**config.mk**
```make
export PLATFORM = sky130hd
export DESIGN_NAME = pipe_seq_ctrl
export DESIGN_NICKNAME = d
export VERILOG_FILES = /design/src/rtl/pipe_seq_ctrl.sv
export SDC_FILE = /design/constraint.sdc
export NUM_CORES = 1
export LEC_CHECK = 0
export CAP_MARGIN = 10
export CORE_UTILIZATION = 40
export DETAILED_ROUTE_END_ITERATION = 7
export DONT_BUFFER_PORTS = 1
export GPL_TIMING_DRIVEN = 0
export PLACE_DENSITY = 0.66
export SYNTH_ARGS = -nofsm -noshare
export SYNTH_HDL_FRONTEND = slang
export SYNTH_SLANG_ARGS = --single-unit
```
**constraint.sdc**
```tcl
create_clock -name clk -period 1.9 [get_ports clk]
set_input_delay 0.38 -clock clk [delete_from_list [all_inputs] [get_ports clk]]
set_output_delay 0.38 -clock clk [all_outputs]
set_load 0.1 [all_outputs]
```
**src/rtl/pipe_seq_ctrl.sv**
```systemverilog
// Pipeline sequencing controller: stall, flush and bubble control for load-use
// hazards, taken branches, jumps, multi-cycle ops with timeout, and drain-to-halt.
//
// state  | meaning
// RUN    | normal issue; resolves halt/branch/mc/stall/jump by priority
// MCWAIT | multi-cycle op in EX; front end and EX frozen until done or timeout
// DRAIN  | halt accepted; injecting bubbles while older instructions retire
// HALT   | pipeline parked; leaves when halt_req drops

module pipe_seq_ctrl #(
  parameter int MC_TIMEOUT   = 64,
  parameter int DRAIN_CYCLES = 3
) (
  input  logic        clk,
  input  logic        rst_n,
  input  logic        hazard_stall,
  input  logic        branch_taken_ex,
  input  logic        jump_id,
  input  logic        mc_start,
  input  logic        mc_done,
  input  logic        halt_req,
  output logic        pc_en,
  output logic        ifid_en,
  output logic        ifid_flush,
  output logic        idex_bubble,
  output logic        ex_hold,
  output logic [1:0]  state,
  output logic        halted,
  output logic        mc_timeout,
  output logic [15:0] stall_cycles
);

  typedef enum logic [1:0] {
    RUN    = 2'd0,
    MCWAIT = 2'd1,
    DRAIN  = 2'd2,
    HALT   = 2'd3
  } seqState_t;

  localparam logic [7:0] MC_LOAD    = 8'(MC_TIMEOUT - 1);
  localparam logic [2:0] DRAIN_LOAD = 3'(DRAIN_CYCLES - 1);

  seqState_t  curState, nextState;
  logic [7:0] mcCnt, mcCntNext;
  logic [2:0] drainCnt, drainCntNext;
  logic       timeoutHit;
  logic       pcEnRaw, ifidEnRaw, ifidFlushRaw, idexBubbleRaw, exHoldRaw;

  always_comb begin
    nextState     = curState;
    mcCntNext     = mcCnt;
    drainCntNext  = drainCnt;
    timeoutHit    = 1'b0;
    pcEnRaw       = 1'b1;
    ifidEnRaw     = 1'b1;
    ifidFlushRaw  = 1'b0;
    idexBubbleRaw = 1'b0;
    exHoldRaw     = 1'b0;
    case (curState)
      RUN: begin
        if (halt_req) begin
          pcEnRaw       = 1'b0;
          ifidEnRaw     = 1'b0;
          idexBubbleRaw = 1'b1;
          drainCntNext  = DRAIN_LOAD;
          nextState     = DRAIN;
        end else if (branch_taken_ex) begin
          ifidFlushRaw  = 1'b1;
          idexBubbleRaw = 1'b1;
        end else if (mc_start) begin
          pcEnRaw   = 1'b0;
          ifidEnRaw = 1'b0;
          exHoldRaw = 1'b1;
          mcCntNext = MC_LOAD;
          nextState = MCWAIT;
        end else if (hazard_stall) begin
          pcEnRaw       = 1'b0;
          ifidEnRaw     = 1'b0;
          idexBubbleRaw = 1'b1;
        end else if (jump_id) begin
          ifidFlushRaw = 1'b1;
        end
      end
      // halt_req is not looked at here; it takes effect in RUN after the exit cycle
      MCWAIT: begin
        if (mc_done) begin
          nextState = RUN;
        end else if (mcCnt == 8'd0) begin
          timeoutHit = 1'b1;
          nextState  = RUN;
        end else begin
          pcEnRaw   = 1'b0;
          ifidEnRaw = 1'b0;
          exHoldRaw = 1'b1;
          mcCntNext = mcCnt - 8'd1;
        end
      end
      DRAIN: begin
        pcEnRaw       = 1'b0;
        ifidEnRaw     = 1'b0;
        idexBubbleRaw = 1'b1;
        if (drainCnt == 3'd0) nextState = HALT;
        else drainCntNext = drainCnt - 3'd1;
      end
      HALT: begin
        pcEnRaw       = 1'b0;
        ifidEnRaw     = 1'b0;
        idexBubbleRaw = 1'b1;
        if (!halt_req) nextState = RUN;
      end
      default: nextState = RUN;
    endcase
  end

  always_ff @(posedge clk or negedge rst_n) begin
    if (!rst_n) begin
      curState     <= RUN;
      mcCnt        <= 8'd0;
      drainCnt     <= 3'd0;
      mc_timeout   <= 1'b0;
      stall_cycles <= 16'd0;
    end else begin
      curState <= nextState;
      mcCnt    <= mcCntNext;
      drainCnt <= drainCntNext;
      if (timeoutHit) mc_timeout <= 1'b1;
      if (!pcEnRaw && stall_cycles != 16'hFFFF) stall_cycles <= stall_cycles + 16'd1;
    end
  end

  // Reset overrides the Mealy outputs so the pipeline free-runs while held in reset
  assign pc_en       = pcEnRaw | ~rst_n;
  assign ifid_en     = ifidEnRaw | ~rst_n;
  assign ifid_flush  = ifidFlushRaw & rst_n;
  assign idex_bubble = idexBubbleRaw & rst_n;
  assign ex_hold     = exHoldRaw & rst_n;
  assign state       = curState;
  assign halted      = (curState == HALT);

endmodule

```
# Word-level counts from Yosys, hierarchy flattened

Cells that the tools add are included.

Flip-flop bits (word level): 30
Bits in latches: 0
Bits in writable memories: 0
Memory bits (read-only): 0
Input port bits: 8
Output and inout bits: 25
Logic and storage cells: 83
Memories kept: 0

$add $sub $neg: 3
$mul: 0
Divide/modulo/power cells: 0
$lt $le $gt $ge: 0
Equal/unequal tests: 16
Shift-type cells: 0
Muxes and demuxes: 43
Bitwise gates (word level): 5
Reductions and logical operators: 11

Operators with widths:

| operator                                         | count |
|---|---|
| two-way mux 8 bit                                | 5 |
| two-way mux 1 bit                                | 23 |
| != test 2 bit, second input constant             | 9 |
| adder 16 x 1 -> 16 bit, second input constant    | 1 |
| != test 16 bit, second input constant            | 1 |
| case mux 8 bit (2 select lines)                  | 1 |
| two-way mux 2 bit                                | 7 |
| != test 3 bit, second input constant             | 3 |
| logical NOT 8 bit                                | 1 |
| case mux 2 bit (4 select lines)                  | 1 |
| subtractor 8 x 1 -> 8 bit, second input constant | 1 |
| two-way mux 3 bit                                | 2 |
| case mux 3 bit (2 select lines)                  | 1 |
| AND reduction 6 bit                              | 1 |
| AND reduction 5 bit                              | 1 |
| == test 2 bit, second input constant             | 2 |
| case mux 1 bit (2 select lines)                  | 2 |
| nonzero test 2 bit                               | 2 |
| bitwise AND 1 bit                                | 3 |
| logical NOT 3 bit                                | 1 |
| case mux 1 bit (3 select lines)                  | 1 |
| AND reduction 3 bit                              | 1 |
| subtractor 3 x 1 -> 3 bit, second input constant | 1 |
| == test 2 x 1 -> 1 bit, second input constant    | 1 |
| other kinds (6)                                  | 6 |

# Longest topological paths before layout

Word-level depth: 7
Gate-level depth with buffers: 8
Mapped depth without buffers: 7

# Worst setup path after synthesis

Ideal clock, no wire load.

Path type: register to output
Start: register curState[1], in the netlist state[1]
End: output ifid_flush
Arrival: 4.074 ns
Data required time: 1.520 ns
Slack: -2.554 ns
Cell stages (with the launch flop): 5
Cells stage by stage: dfrtp_1 -> buf_2 -> inv_1 -> nand2_1 -> nor4_1

Cells in the longest elaborated chain, start to end: 3

RTL lines:

| item                   | RTL line | RTL |
|---|---|---|
| start, declared        | 43       | `seqState_t curState, nextState;` |
| start signal, assigned | 123      | `curState <= nextState;` |
| logical NOT 2 bit      | 59       | `case (curState)` |
| two-way mux 1 bit      | 59       |  |
| bitwise AND 1 bit      | 134      | `assign ifid_flush = ifidFlushRaw & rst_n;` |
| end, declared          | 24       | `output logic ifid_flush,` |

Every way passes these cells.

# Worst setup path in the final report

Start: register curState[0], in the netlist state[0]
End: output ex_hold

Cells in the longest elaborated chain, start to end: 3

RTL lines:

| item                                                        | RTL line | RTL |
|---|---|---|
| == test 2 x 1 -> 1 bit or logical NOT 2 bit (tied branches) | 59       |  |
| case mux 1 bit (2 select lines) (*)                         | 59       |  |
| bitwise AND 1 bit (*)                                       | 136      | `assign ex_hold = exHoldRaw & rst_n;` |
| end, declared                                               | 26       | `output logic ex_hold,` |

Every way passes the cells marked *; elsewhere a longest branch is shown, timed or not.

==> out/results.ini <==
[worst_setup_path]
cp.required_ps = 1520
worstPathCellList = buf_8 -> nor3_4 -> nand2b_1 -> a21oi_4
cp-end-kind = output port
cpMaxStageDelayCell = dfrtp_4
crit_path_max_incr_delay_ps = 630
start_kind = flip-flop
critPathKind = reg -> out
crit_fanout = 4
critPathArrivalTime_ps = 2030

[cells_and_area]
antennaDiodeCount = 0
final_nets = 223
layout_commonest_cell = buf_4
areaGrowthSynthToFinish_pct = 41.4
layout-drive-gt1-share_pct = 40.8
n_fill_cell = 316
stdcell_count = 261
layout_common_cells = 19 x buf_4, 16 x nand2_1, 14 x nor2_1

[grt]
grt_pass1_wl_mm = 6.63
overflow = 0
grt_usage_pct = 20.2
grt_antenna_before_repair = 0
grt_max_degree = 31
grt_pass1_vias = 1390

[logic_synthesis]
synth-edff-count = 0
avgSynthCellArea_um2 = 9.47
netlist-cell-type-count = 36
synth_nets = 188
synth_top_area_cell = dfrtp_1
yosysSeqAreaShare_pct = 45.3
synth_flop_cell = dfrtp_1
syn_inst = 175
ys_async_sr_fraction_pct = 100
syn_area_mm2 = 0.00166
yosys-top-cells-area = dfrtp_1 45%, xnor2_1 6.3%, nand2_1 4.3%
yosysWarnings = 0
synth.top_cell.area_share_pct = 45.3
ys_ff_latch = 30

[placement]
portBuffers = 0
dp_hpwl_mm = 2.52
post-place-ws_ps = -423
gp_congestion = 0.791
dp_cells = 226

[power_and_ir_drop]
seq_power_share_pct = 43.8
p_switching_mw = 2.24
pwr-share-clk_pct = 15.4
power.total_mw = 4.36
max-vdd-ir-drop_mv = 1.10
internal_power_mw = 2.12
p_per_area_mw_per_mm2 = 1860
combPwrFrac_pct = 40.8
cellLeakagePower_nw = 0.962
swShare_pct = 51.4

[clock_network]
root_buffer = clkbuf_8
path_clk_slew_ps = 60
cts-htree-levels = 2
clk_latency_ps = 290
clockBufferDepth = 2
numCtsBuffers = 5
cts_tree = built
clock-sinks = 30

[route]
wl_per_cell_um = 15.9
drt_iter0_markers = 65
wl_mm = 4.16
viasPerCell = 5.50
antenna_left = 0
first_pass_iters = 6
route.detailed.drc = 0
via_count = 1435

[min_path]
hp-class = in -> reg

[die]
initial_utilization_pct = 41.4
coreArea_mm2 = 0.00400
pin_count = 33
dieHeight_um = 66.4
placementRows = 23
die-area_mm2 = 0.00441
chipWidth_um = 66.4

[timing]
relSlewSlack_pct = 40.1
setup_violations = 31
min_period_over_period_pct = 127
tightest_slew_ps = 899
maxSlewViolCount = 0
rsz0062_at_grt = yes
fmaxAchievable_mhz = 415
setup_slack_ps = -509
hold_viol = 0
period_needed_ps = 2410
fin_skew_ps = 13.8

[outcome]
outcome = complete, but fails checks
violations = negative setup slack

[run]
max_cap_violations = 0

==> worst max-delay path, delay by kind of cell, from the launching register on <==
family | cells | cell delay, ps
flops | 1 | 630
buf+inv | 1 | 190
compound gates | 1 | 610
simple gates | 2 | 320
==> kinds of logic (layout without fill, tap and decap cells) <==
family | count (synthesis) | after routing | share of synthesized area [%]
buffers and inverters | 13 | 49 | 4.38
AND/OR/NAND/NOR | 81 | 81 | 25.2
multiplexers | 3 | 3 | 2.04
XOR/XNOR | 17 | 17 | 8.98
adder cells (fa/ha/maj) | 5 | 5 | 3.77
flip-flops | 30 | 30 | 45.3
AO/OA/AOI/OAI | 26 | 26 | 10.3
==> final cells by class <==
cell class / instances / area (µm²) / area share (%)
Multi-Input combinational cell: 132 / 1010 / 43.0
Buffer: 6 / 76.3 / 3.26
Sequential cell: 30 / 793 / 33.8
Inverter: 7 / 33.8 / 1.44
Tap cell: 50 / 62.6 / 2.67
Timing Repair Buffer: 28 / 255 / 10.9
Clock inverter: 1 / 30.0 / 1.28
Clock buffer: 7 / 86.3 / 3.68
==> Yosys cell counts, drive strengths merged, types with 3 or more instances <==
cell type	n
nand3	13
dfrtp	30
a21oi	10
inv	7
nor2	15
mux2	3
xnor2	12
nand2b	6
nand4	8
buf	5
nor3	7
xor2	5
ha	5
and3	4
nand2	19
o21ai	7
==> repair_timing <==
item | CTS | global route
hold buffers | 2 | 0
cloned | 1 | 0
gates resized for setup | 29 | 9
setup endpoints to repair | 24 | 30
pin swaps | 7 | 12
endpoints found under the hold margin | 30 | 0
setup buffers | 16 | 8
==> registers in the layout, indices dropped and copies added (netlist names) <==
signal,flops
mcCnt,8
mc_timeout,1
state,2
stall_cycles,16
drainCnt,3
==> power groups by stage <==
stage | combinational, mW | clock (mW) | sequential (mW)
finish | 1.78 | 0.671 | 1.91
floorplan | 1.07 | 0 | 1.84
detailed placement | 1.23 | 0 | 1.90
global placement | 1.18 | 0 | 1.89
CTS | 1.58 | 0.681 | 1.90
global route | 1.93 | 0.703 | 1.95
==> final timing paths <==
check | depth (start not counted) | to | startpoint | slack, ps
worst min register to register | 2 | drainCnt[2] | drainCnt[2] | 530
max in group asynchronous | 2 | state[1] | rst_n | 1160
worst max-delay path | 4 | ex_hold | state[0] | -510
worst max register to register | 10 | stall_cycles[15] | state[0] | -280
worst min-delay path | 2 | mc_timeout | mc_done | 330
min in group asynchronous | 2 | stall_cycles[14] | rst_n | 550
==> per-layer routing <==
| layer | up-vias | wire [µm] | GRT usage (%) |
|---|---|---|---|
| li1 | 681 | - | - |
| met1 | 720 | 1830 | 25.8 |
| met2 | 27 | 2120 | 32.7 |
| met3 | 7 | 159 | 6.03 |
| met4 | 0 | 48 | 6.38 |
| met5 | - | 0 | 0 |
==> through the flow <==
| step | instance area [µm²] | hold WS (ps) | utilization [%] | TNS [ps] |
|---|---|---|---|---|
| after global routing | 2340 | 329 | 58.6 | -9850 |
| after floorplan | 1780 | 84.4 | - | -1110 |
| after global placement | 1840 | 85.4 | 46.1 | -3180 |
| after CTS | 2240 | 327 | 56.1 | -4300 |
| after detailed placement | 1860 | 85.3 | 46.5 | -2820 |
| final | 2340 | 331 | 58.6 | -7470 |
Power figures use the tool's default switching activity.
